**src/rtl/nec_frame_assembler.sv**
```systemverilog
// ---------------------------------------------------------------------------
// nec_frame_assembler
//   Last stage of the IR receive path. It takes the data/shift/clear_n/send
//   strobes from the NEC decoder FSM and shifts the 32 frame bits in, LSB
//   first. On send it validates the frame: the bit count must be exact, the
//   command byte must match its inverse, and with STRICT_ADDR=1 the address
//   byte must also match its inverse. A good frame is handed to the consumer
//   through a valid/ready handshake.
//
//   Parameters
//     FRAME_BITS   bits per frame (shift register width, required count)
//     STRICT_ADDR  0: extended NEC, 16-bit address, no address check
//                  1: standard NEC, addr = {8'h00, byte0}, byte1 == ~byte0
//
//   Ports
//     clk      in   system clock, all logic on posedge
//     reset_n  in   asynchronous active-low reset
//     data     in   decoded bit value, qualified by shift
//     shift    in   1-cycle strobe: shift data in
//     clear_n  in   active-low: discard the partial frame
//     send     in   1-cycle strobe: frame complete, validate it
//     ready    in   consumer accepts addr/cmd when valid && ready
//     addr     out  frame address, held while valid
//     cmd      out  frame command, held while valid
//     valid    out  addr/cmd hold an unconsumed good frame
//     err      out  1-cycle pulse: frame rejected
//     overrun  out  1-cycle pulse: good frame dropped, slot still occupied
// ---------------------------------------------------------------------------
module nec_frame_assembler #(
  parameter int unsigned FRAME_BITS  = 32,
  parameter bit          STRICT_ADDR = 1'b0
) (
  input  logic        clk,
  input  logic        reset_n,
  input  logic        data,
  input  logic        shift,
  input  logic        clear_n,
  input  logic        send,
  input  logic        ready,
  output logic [15:0] addr,
  output logic [7:0]  cmd,
  output logic        valid,
  output logic        err,
  output logic        overrun
);

  typedef enum logic {COLLECT, CHECK} state_t;

  localparam logic [5:0] CNT_FULL = 6'(FRAME_BITS);
  localparam logic [5:0] CNT_MAX  = 6'h3F;

  state_t                state;
  logic [FRAME_BITS-1:0] sr;
  logic [5:0]            bit_cnt;
  logic                  good;

  always_comb begin
    good = (bit_cnt == CNT_FULL) && (sr[31:24] == ~sr[23:16]);
    if (STRICT_ADDR && (sr[15:8] != ~sr[7:0]))
      good = 1'b0;
  end

  always_ff @(posedge clk or negedge reset_n) begin
    if (!reset_n) begin
      state   <= COLLECT;
      sr      <= '0;
      bit_cnt <= '0;
      addr    <= '0;
      cmd     <= '0;
      valid   <= 1'b0;
      err     <= 1'b0;
      overrun <= 1'b0;
    end else begin
      err     <= 1'b0;
      overrun <= 1'b0;
      // Consumption first; a frame loaded by CHECK below overrides it.
      if (valid && ready)
        valid <= 1'b0;

      case (state)
        COLLECT: begin
          if (!clear_n) begin
            sr      <= '0;
            bit_cnt <= '0;
          end else if (shift) begin
            sr <= {data, sr[FRAME_BITS-1:1]};
            // Saturate so an over-long burst can never alias back to 32.
            if (bit_cnt != CNT_MAX)
              bit_cnt <= bit_cnt + 6'd1;
          end
          if (send)
            state <= CHECK;
        end

        CHECK: begin
          if (good) begin
            if (!valid || ready) begin
              addr  <= STRICT_ADDR ? {8'h00, sr[7:0]} : sr[15:0];
              cmd   <= sr[23:16];
              valid <= 1'b1;
            end else begin
              overrun <= 1'b1;
            end
          end else begin
            err <= 1'b1;
          end
          sr      <= '0;
          bit_cnt <= '0;
          state   <= COLLECT;
        end

        default: state <= COLLECT;
      endcase
    end
  end

endmodule

```
**config.mk**
```make
export PLATFORM = sky130hd
export DESIGN_NAME = nec_frame_assembler
export DESIGN_NICKNAME = d
export VERILOG_FILES = /design/src/rtl/nec_frame_assembler.sv
export SDC_FILE = /design/constraint.sdc
export NUM_CORES = 1
export LEC_CHECK = 0
export ABC_AREA = 1
export BUFFER_PORTS_ARGS = -buffer_cell sky130_fd_sc_hd__buf_2
export CORE_UTILIZATION = 50
export CTS_CLUSTER_DIAMETER = 60
export CTS_CLUSTER_SIZE = 30
export DETAILED_ROUTE_END_ITERATION = 8
export PLACE_DENSITY = 0.7
export REMOVE_ABC_BUFFERS = 1
export SETUP_SLACK_MARGIN = 0.5
export SLEW_MARGIN = 20
export SYNTH_ARGS = -nofsm -noshare
export SYNTH_HDL_FRONTEND = slang
export SYNTH_SLANG_ARGS = --single-unit
```
**constraint.sdc**
```tcl
create_clock -name clk -period 1.95 [get_ports clk]
set_input_delay 0.39 -clock clk [delete_from_list [all_inputs] [get_ports clk]]
set_output_delay 0.39 -clock clk [all_outputs]
set_load 0.1 [all_outputs]
```
# Word-level counts from Yosys, hierarchy flattened
# Index checks and enable logic that the tools add are counted.
op_classes:
  addsub: 1
  n_eq_ne: 5
  mux: 18
  bitwise: 2
  n_reduce_logical: 6
ops:
  columns: ["cell", "n"]
  rows:
  - ["32-bit 2-to-1 mux", 2]
  - ["32-bit one-hot mux with 2 select lines", 1]
  - ["6-bit 2-to-1 mux", 3]
  - ["6-bit one-hot mux with 2 select lines", 1]
  - ["1-bit 2-to-1 mux", 10]
  - ["8-bit == test", 1]
  - ["8-bit NOT", 1]
  - ["6-bit by 1-bit adder with 6-bit output (second input constant)", 1]
  - ["6-bit == test (second input constant)", 1]
  - ["3-bit != test (second input constant)", 2]
  - ["6-bit != test (second input constant)", 1]
  - ["3-bit AND reduction", 1]
  - ["1-bit logical AND", 2]
  - ["1-bit one-hot mux with 2 select lines", 1]
  - ["2-bit AND reduction", 1]
  - ["1-bit logical NOT", 1]
  - ["1-bit logical OR", 1]
  - ["1-bit NOT", 1]
totals:
  reg_bits: 66

# Logic depth before layout (Yosys ltp)
# Gate-level depths: netlist (run 1).
logic_depth:
  depth_word: 5
  ltp_mapped: 10
  mapped_depth_nobuf: 9

# Worst setup path before layout (run 1)
# OpenSTA, ideal clock, no wires.
synth_timing:
  kind: "reg2reg"
  from: "register valid"
  to: "register addr[0]"
  setup_ps: 67
  arrival_ps: 1743
  required_time_ps: 1883
  path_slack_ps: 140
  stages_incl_launch_ff: 6
  n_path_buf: 1
  synth_period_minus_slack_ps: 1810
  cell_sequence: "dfrtp_1 > nand2_1 > nand4_4 > buf_6 > nand2_1 > nand2_1"
synth_via:
  elab_chain_len: 3
synth_lines:
  columns: ["element", "line", "source"]
  rows:
  - ["from (decl)", "42", "output logic valid,"]
  - ["from (signal assigned)", "70", "valid <= 1'b0;"]
  - ["from (signal assigned)", "78", "valid <= 1'b0;"]
  - ["from (signal assigned)", "100", "valid <= 1'b1;"]
  - ["1-bit logical NOT", "97", "if (!valid || ready) begin"]
  - ["1-bit logical OR", "97", null]
  - ["3-bit AND reduction (no line)", null, null]
  - ["to (signal assigned)", "98", "addr <= STRICT_ADDR ? {8'h00, sr[7:0]} : sr[15:0];"]
  - ["to (decl)", "40", "output logic [15:0] addr,"]
# No other way between the ends.
# A chain may end at the register's enable or synchronous reset.

# Worst setup path after layout (run 1)
layout_timing:
  from: "register bit_cnt[0]"
  to: "register addr[15]"
layout_via:
  elab_chain_len: 3
layout_lines:
  columns: ["element", "line", "source"]
  rows:
  - ["from (decl)", "54", "logic [5:0] bit_cnt;"]
  - ["from (signal assigned)", "89", "bit_cnt <= bit_cnt + 6'd1;"]
  - ["6-bit == test", "58", "good = (bit_cnt == CNT_FULL) && (sr[31:24] == ~sr[23:16]);"]
  - ["1-bit logical AND", "58", null]
  - ["3-bit AND reduction (no line)", null, null]
# No other way between the ends.

==> results of run 1 <==
-- cell usage in the layout, fill, tap and decap left out, drive strengths merged --
cell type and n:
ha 2, buf 62, o21a 1, nor3 2, nand4 41, clkinvlp 2
clkinv 1, nand3 4, nor2 21, o21ai 37, dfrtp 66, a21oi 23
xor2 1, clkbuf 11, nand2 83, bufinv 2, inv 31, or2 1
-- sequential cells by signal, summed over array words and instances, names as in the netlist --
| name | cells |
|---|---|
| sr | 32 |
| addr | 16 |
| err | 1 |
| valid | 1 |
| state | 1 |
| cmd | 8 |
| bit_cnt | 6 |
| overrun | 1 |
-- cell type report --
class / instances / area (sq um) / share of cell area [%]
Tap cell: 72 / 90.1 / 2.32
Multi-Input combinational cell: 216 / 1280 / 32.9
Timing Repair Buffer: 62 / 527 / 13.6
Clock buffer: 11 / 141 / 3.64
Timing Repair inverter: 1 / 7.51 / 0.193
Sequential cell: 66 / 1650 / 42.5
Clock inverter: 3 / 65.1 / 1.67
Inverter: 32 / 124 / 3.19
-- final timing paths --
| check | cells after the start | endpoint | from | slack [ps] |
|---|---|---|---|---|
| min | 2 | addr[8] | reset_n | 50 |
| min reg2reg | 2 | addr[7] | addr[7] | 470 |
| min in group clk | 3 | state | send | 250 |
| max | 10 | addr[15] | bit_cnt[0] | 370 |
| max in group asynchronous | 2 | state | reset_n | 1590 |
| max reg2reg | 10 | addr[15] | bit_cnt[0] | 370 |
-- logic make-up (layout without fill, tap and decap cells) --
| logic type | count (synthesis) | after routing | share of synthesized area, % |
|---|---|---|---|
| simple gates | 149 | 152 | 25.5 |
| compound gates | 61 | 61 | 10.4 |
| fa+ha+maj | 2 | 2 | 0.837 |
| xor+xnor | 1 | 1 | 0.293 |
| buf+inv | 52 | 109 | 7.74 |
| flops | 66 | 66 | 55.2 |
-- metrics by stage --
stage	total power, mW	std cells
finish	2.92	463
global placement	1.64	427
CTS	2.90	459
detailed placement	1.65	427
floorplan	1.55	311
global route	3.04	463
-- cell usage after synthesis --
| cell | instances |
|---|---|
| sky130_fd_sc_hd__clkbuf_1 | 11 |
| sky130_fd_sc_hd__o21ai_2 | 1 |
| sky130_fd_sc_hd__o21ai_1 | 1 |
| sky130_fd_sc_hd__nand3_1 | 2 |
| sky130_fd_sc_hd__nor2_4 | 6 |
| sky130_fd_sc_hd__inv_1 | 22 |
| sky130_fd_sc_hd__inv_2 | 10 |
| sky130_fd_sc_hd__nand4_4 | 1 |
| sky130_fd_sc_hd__nor3_1 | 2 |
| sky130_fd_sc_hd__a21oi_1 | 23 |
| sky130_fd_sc_hd__o21ai_0 | 35 |
| sky130_fd_sc_hd__ha_1 | 2 |
| sky130_fd_sc_hd__buf_2 | 5 |
| sky130_fd_sc_hd__nand3_2 | 2 |
| sky130_fd_sc_hd__xor2_1 | 1 |
| sky130_fd_sc_hd__or2_1 | 1 |
| sky130_fd_sc_hd__buf_6 | 4 |
| sky130_fd_sc_hd__o21a_1 | 1 |
| sky130_fd_sc_hd__dfrtp_1 | 66 |
| sky130_fd_sc_hd__nor2_2 | 4 |
| sky130_fd_sc_hd__nand4_1 | 37 |
| sky130_fd_sc_hd__nor2_1 | 11 |
| sky130_fd_sc_hd__nand2_1 | 76 |
| sky130_fd_sc_hd__nand2_2 | 7 |
-- power groups by stage --
stage / clock, mW / sequential [mW] / combinational, mW
floorplan: 0 / 1.46 / 0.0833
global placement: 0 / 1.45 / 0.188
detailed placement: 0 / 1.46 / 0.192
CTS: 1.25 / 1.43 / 0.221
global route: 1.33 / 1.43 / 0.280
finish: 1.23 / 1.43 / 0.251
-- layer usage --
metal / vias to the layer above / GRT usage [%]
li1: 1229 / -
met1: 1221 / 34.3
met2: 86 / 41.1
met3: 15 / 7.01
met4: 0 / 7.82
met5: - / 0
-- timing repair --
item / 4_1_cts / 5_1_grt
pin swaps: 14 / 18
setup endpoints to repair: 57 / 47
resized for setup: 42 / 39
buffers inserted: 14 / 3
cloned: 4 / 1
endpoints found under the hold margin: 0 / 0
==> run metrics, run 1 <==
ANT nets after route 0; Slowest-stage cell, CP sky130_fd_sc_hd__dfrtp_1; hold violation count in the final report 0; GP Congestion 0.875; number of buffers created by CTS 9; M1 WL roughly 3200 microns; starting density of the core 53.0%; worst path bufs/invs 2; CP Max Fanout 6; number of slew-limit violations in the final report 0; Clock Sink Count 66; total I/O pin count 34; row count 27; TritonCTS clock tree built; Worst Setup Start Kind flip-flop; final clock period utilization by the worst path 81.2%; total core area 5640 sq um; status finished clean; Yosys top cell area share 55.2%; total global-route track usage 25.8%; worst hold-check slack 53.8 ps; achievable clock frequency 632 MHz; post-synthesis instance area 2990 sq um; largest stage delay on the critical path 410 ps; standard cell area after detailed placement 3230 sq um; Post-CTS Hold Buffers 0; number of DRC markers in iteration 0 between 200 and 250; number of H-tree levels 3; number of vias per cell after detailed routing 5.51; number of global-route vias before repair 2,497; vias after detailed routing 2,551; Internal Pwr Total between 2 and 2.5 mW; part of the Yosys area used for sequential elements 55.2%; clock-pin slew on the worst setup and hold paths about 70 ps; setup repair after global routing missed its margin true; setup slack after layout approximately 370 ps; highest ir drop seen on vdd 0.410 mV; number of distinct library cell variants in the gate-level netlist after synthesis 24; Clock Tree Root sky130_fd_sc_hd__clkbuf_8; number of antenna violations at the first check in global routing 0; combinational cell fraction of total power 8.6%; ratio of cells with drive above 1 in the final layout ~36%; antenna diode count 0; number of input and output port buffers inserted 33; Setup TNS 0 ps; chip width 79.3 microns; synthesized netlist cell count approximately 330; die extent in y about 79 microns; half-perimeter wire length after placement 4130 microns; power density over cell area 750 nW/um^2; number of fill cells in the layout roughly 450; post-route standard cell area excluding fillers 3890 sq um; source-to-sink clock delay at the later pin of the worst-skew pair between 300 and 400 ps; cell taking the most area after synthesis sky130_fd_sc_hd__dfrtp_1; Switching Fraction 23.7%; number of buffers between clock root and the deepest sink 2; worst clock skew roughly 12 ps; kind of capture point of the worst setup path flip-flop; total congestion overflow 0; crit-path leading delay family simple AND/OR/NAND/NOR gates; # DRC 0; switching pwr roughly 0.7 mW; data arrival time at the worst-slack endpoint roughly 1800 ps; utilization of the core after routing 68.9%; count of synthesis-stage warnings from yosys 0; shortest clock period the worst path allows after layout 1580 ps; Yosys reg bits 66; Max-cap violations 0; critical setup path kind reg -> reg; length of routed met3 wiring 456 microns; amount of wire on met2 after detailed routing between 3000 and 4000 microns; pre-CTS setup slack approximately 260 ps; global-route wire length before repair roughly 12,000 microns; sequential group share of total power between 40% and 50%; required arrival time at the worst endpoint about 2200 ps; transition time at the pin with the least slew margin about 480 ps; min-delay worst type in -> async; cell leakage power 1.86 nW; average detailed-routed wire length per instance 15.7 microns; pin count of the biggest net entering global routing 67; sequence of cells on the critical path inv_2, ha_4, nand2_4, nor2_4, nand2_2, nor2_4, buf_12, nand4_4, nand2_1, nand2_1; dominant cells by area after synthesis sky130_fd_sc_hd__dfrtp_1, sky130_fd_sc_hd__nand2_1, sky130_fd_sc_hd__nand4_1; share of total power in the clock network 42.3%; detailed-routing iteration count for the pre-antenna-repair pass 4; total setup violations reported at the end of the flow 0; Final Net Count 397; average cell area after synthesis 9.03 sq um; remaining max-slew budget at the tightest pin 68.0%; Syn-to-layout area delta 30.0%; WL final between 7000 and 8000 microns; highest layer used for signal routing met4; Die Area 6290 sq um
(Power assumes the default switching activity.)
==> inputs of run 2 (changes only) <==
clock period = 1.5 ns   (was 1.95 ns; I/O delays follow)
==> run metrics, run 2 (synthesized netlist as in run 1, its figures left out) <==
status finished with violations; violations in the final reports negative hold slack, negative setup slack; detailed-routing iteration count for the pre-antenna-repair pass 5; Largest regs sr: 32 flops, addr: 16 flops, cmd: 8 flops; achievable clock frequency 630 MHz; remaining max-slew budget at the tightest pin approximately half; critical setup path kind reg -> reg; worst clock skew 7.78 ps; number of DRC markers in iteration 0 294; hold violation count in the final report 16; data arrival time at the worst-slack endpoint 1830 ps; setup repair after global routing missed its margin true; chip width 79.3 microns; total global-route track usage 27.0%; Clock Tree Root sky130_fd_sc_hd__clkbuf_8; setup slack after layout -87.4 ps; Max-cap violations 0; register with the most flip-flops sr; ANT nets after route 0; number of fill cells in the layout just under 300; source-to-sink clock delay at the later pin of the worst-skew pair 350 ps; total I/O pin count 34; TritonCTS clock tree built; number of slew-limit violations in the final report 0; total congestion overflow 0; CP Max Fanout 22; average detailed-routed wire length per instance 18.5 microns; Worst Setup Start Kind flip-flop; number of buffers between clock root and the deepest sink 2; die extent in y 79.3 microns; number of vias per cell after detailed routing 5.78; flip-flop count of the largest register, all copies and words added 32; pin count of the biggest net entering global routing 53; shortest clock period the worst path allows after layout 1590 ps; clock-pin slew on the worst setup and hold paths roughly 80 ps; half-perimeter wire length after placement 4320 microns; power density over cell area 862 nW/um^2; global-route wire length before repair 12,600 microns; area of the multi-input gates 1350 sq um; number of input and output port buffers inserted 33; most frequent standard cell in the layout excluding fill and tap cells sky130_fd_sc_hd__nand2_1; Die Area 6290 sq um; Syn-to-layout area delta 53.6%; number of antenna violations at the first check in global routing 0; source of the worst register-to-register timing path bit_cnt[1]; vias after detailed routing ~2,900; number of global-route vias before repair roughly 2,600; Final Net Count roughly 430; ratio of cells with drive above 1 in the final layout 46.3%; reg-to-reg critical path endpoint addr[15]; cell leakage power 2.14 nW; WL final 9140 microns; transition time at the pin with the least slew margin around 740 ps; Worst R2R Setup Slack -90 ps; total setup violations reported at the end of the flow 30; Sequential Area ~1700 sq um; number of buffers created by CTS 9; GP Congestion around 0.86; row count 27; antenna diode count 0; # DRC 0; highest ir drop seen on vdd around 0.79 mV; worst hold-check slack -131 ps; min-delay worst type in -> async; Clock Sink Count 66; utilization of the core after routing 81.4%; Worst Reg-to-Reg Cells 10; starting density of the core 53.0%; most frequent cells in the layout sky130_fd_sc_hd__nand2_1, sky130_fd_sc_hd__dfrtp_1, sky130_fd_sc_hd__buf_4, sky130_fd_sc_hd__nand4_1, sky130_fd_sc_hd__buf_12; number of H-tree levels 3; kind of capture point of the worst setup path flip-flop; total core area 5640 sq um; required arrival time at the worst endpoint 1740 ps; final clock period utilization by the worst path 106%
## run 2: final cells by class
class | count | area share [%]
flip-flops and latches | 66 | 36.0
multi-input cells | 213 | 29.3
repair buffers | 96 | 25.5
clock buffers | 12 | 3.38
inverters | 32 | 2.70
well taps | 72 | 1.96
clock inverters | 4 | 1.09
## run 2: repair_timing
item,in CTS,in global routing
gates cloned,1,3
hold endpoints to repair,16,16
buffers inserted,18,21
pin swaps,12,12
gates resized for setup,143,84
endpoints found under the setup margin,93,93
## run 2: worst max path at each step
stage                     startpoint        to  slack (ps)  cells after the start
after floorplan                valid   addr[0]        -650                      4
after global placement    bit_cnt[1]    cmd[0]          40                     10
after detailed placement  bit_cnt[1]   addr[8]         -10                     10
after CTS                 bit_cnt[0]   addr[8]          -7                     10
after global routing          sr[18]   addr[5]        -160                      9
final                     bit_cnt[1]  addr[15]         -90                     10
## run 2: metal layers
metal  wire length, microns  share of wire [%]  GRT usage (%)
met3                    556                6.1           5.52
met2                   4720                 52           45.8
met4                    240                2.6           11.8
met5                      0                  0              0
met1                   3630                 40           33.1
## run 2: stage by stage
step	instance area, sq um	worst slack (ps)	std cells	power [mW]	setup TNS (ps)
final	4590	-87.4	495	3.96	-1610
after floorplan	2880	-652	311	2.01	-17770
after global placement	3310	38.9	436	2.15	0
after global routing	4590	-163	495	4.10	-3660
after detailed placement	3310	-14.8	436	2.16	-144
after CTS	4120	-7.39	471	3.77	-48.6
## run 2: where the power goes
group	switching [mW]	internal (mW)	total (mW)
sequential	0.0523	1.82	1.87
clock	0.713	0.856	1.57
combinational	0.293	0.227	0.520
total	1.06	2.90	3.96
## run 2: worst max-delay path, cell delays in order (launching register included)
cell and delay (ps):
sky130_fd_sc_hd__dfrtp_1 410, sky130_fd_sc_hd__inv_2 100, sky130_fd_sc_hd__ha_4 140, sky130_fd_sc_hd__nand2_4 50
sky130_fd_sc_hd__nor2_4 110, sky130_fd_sc_hd__nand2_2 70, sky130_fd_sc_hd__nor2_4 120, sky130_fd_sc_hd__nand4_4 140
sky130_fd_sc_hd__buf_12 190, sky130_fd_sc_hd__nand2_1 70, sky130_fd_sc_hd__nand2_1 60
==> inputs of run 3 (changes only) <==
CORE_MARGIN = 10   (was unset)
SETUP_SLACK_MARGIN = unset   (was 0.5)
clock period = 1.55 ns   (was 1.5 ns; I/O delays follow)
==> run metrics, run 3 (synthesized netlist as in run 1, its figures left out) <==
pin count of the biggest net entering global routing 67; TritonCTS clock tree built; highest ir drop seen on vdd 0.492 mV; Slowest-stage cell, CP sky130_fd_sc_hd__dfrtp_1; die extent in y 97.3 microns; shortest clock period the worst path allows after layout ~1500 ps; largest stage delay on the critical path 390 ps; min-delay worst type in -> reg; number of antenna violations at the first check in global routing 0; setup repair after global routing missed its margin true; Die Area 9470 sq um; hold violation count in the final report 0; starting density of the core 51.1%; Clock Tree Root sky130_fd_sc_hd__clkbuf_8; transition time at the pin with the least slew margin 497 ps; antenna diode count 0; remaining max-slew budget at the tightest pin 67.1%; number of global-route vias before repair about 2,400; achievable clock frequency 646 MHz; data arrival time at the worst-slack endpoint 1760 ps; final clock period utilization by the worst path approximately 100%; Final Net Count 383; half-perimeter wire length after placement 4520 microns; GP Congestion 0.821; kind of capture point of the worst setup path flip-flop; Clock Sink Count 66; critical setup path kind reg -> reg; status finished clean; total core area 5850 sq um; average detailed-routed wire length per instance 15.3 microns; clock-pin slew on the worst setup and hold paths 70 ps; detailed-routing iteration count for the pre-antenna-repair pass 4; total I/O pin count 34; Post-Place Cells 434; Max-cap violations 0; source-to-sink clock delay at the later pin of the worst-skew pair 340 ps; row count 28; global-route wire length before repair 11,600 microns; number of fill cells in the layout 529; total congestion overflow 0; number of slew-limit violations in the final report 0; Worst Setup Start Kind flip-flop; number of H-tree levels 3; crit-path leading delay family flip-flops; Largest regs sr: 32 flops, addr: 16 flops, cmd: 8 flops; worst path bufs/invs 2; most frequent standard cell in the layout excluding fill and tap cells sky130_fd_sc_hd__nand2_1; register with the most flip-flops sr; chip width 97.3 microns; vias after detailed routing between 2,000 and 2,500; most frequent cells in the layout sky130_fd_sc_hd__nand2_1, sky130_fd_sc_hd__dfrtp_1, sky130_fd_sc_hd__nand4_1, sky130_fd_sc_hd__o21ai_0, sky130_fd_sc_hd__buf_2; required arrival time at the worst endpoint 1760 ps; Syn-to-layout area delta 18.8%; total setup violations reported at the end of the flow 0; number of input and output port buffers inserted 33; sequence of cells on the critical path buf_4, ha_2, nand4_1, o21ai_4, inv_2, nand2_1, o21ai_0; ANT nets after route 0; # DRC 0; cell leakage power 1.78 nW; number of buffers created by CTS 9; ratio of cells with drive above 1 in the final layout 26.6%; pre-CTS setup slack -30.7 ps; number of DRC markers in iteration 0 81; flip-flop count of the largest register, all copies and words added 32; WL final 6960 microns; worst clock skew 8.88 ps; final standard cell count with taps included and fillers excluded approximately 450; total global-route track usage 14.6%; number of buffers between clock root and the deepest sink 2; CP Max Fanout 5; power density over cell area 1000 nW/um^2; number of vias per cell after detailed routing 5.33; setup slack after layout 1.73 ps
run 3: changes by cell type in the layout (fill, tap and decap cells not counted), sizes merged:
cell | before | now
inv | 31 | 32
dlygate4sd3 | 0 | 1
buf | 94 | 51
clkinvlp | 3 | 2
clkbuf | 14 | 12
run 3: path summary, 6_finish.rpt:
check | from | to | slack, ps | cells after the start
worst min-delay path | send | state | 170 | 3
worst min register to register | addr[11] | addr[11] | 470 | 2
min in group asynchronous | reset_n | addr[5] | 530 | 3
worst max-delay path | bit_cnt[0] | bit_cnt[0] | 2 | 7
max in group asynchronous | reset_n | addr[13] | 740 | 3
worst max register to register | bit_cnt[0] | bit_cnt[0] | 2 | 7
run 3: area by class of cell:
class / instances / area, sq um / area share [%]
inverters: 32 / 120 / 3.38
clock buffers: 12 / 155 / 4.37
repair buffers: 52 / 355 / 10.0
flip-flops and latches: 66 / 1650 / 46.5
well taps: 75 / 93.8 / 2.64
clock inverters: 4 / 50.0 / 1.41
multi-input cells: 213 / 1130 / 31.7
run 3: per-layer routing:
layer	vias to the layer above	track usage [%]	part of all wire [%]
met3	9	5.26	6.5
met2	62	23.1	46
li1	1192	-	-
met1	1157	18.0	46
met5	-	0	0
met4	0	4.70	1.5
run 3: power by group:
group	leakage, nW	total (mW)	internal, mW	switching (mW)
clock network	0.0986	1.49	0.829	0.659
registers	0.908	1.80	1.76	0.0376
logic	0.777	0.269	0.0804	0.188
run 3: tightest hold or removal path, cell delays in order:
cell and delay (ps):
sky130_fd_sc_hd__buf_2 90, sky130_fd_sc_hd__inv_1 40, sky130_fd_sc_hd__nor2_1 30
run 3: repair_timing:
action / 4_1_cts / 5_1_grt
endpoints found under the hold margin: 49 / 0
hold buffers: 1 / 0
gates resized for setup: 1 / 7
pin swaps: 1 / 2
setup endpoints to repair: 3 / 31
setup buffers: 1 / 2
run 3: per-stage QoR:
stage	area, sq um	utilization [%]	hold WS, ps	power, mW	TNS, ps
floorplan	2880	-	14.4	1.95	-16170
global placement	3290	56.2	355	2.07	0
detailed placement	3290	56.2	354	2.08	-49.1
CTS	3520	60.1	169	3.56	0
global route	3550	60.7	173	3.69	-1660
finish	3550	60.7	172	3.55	0
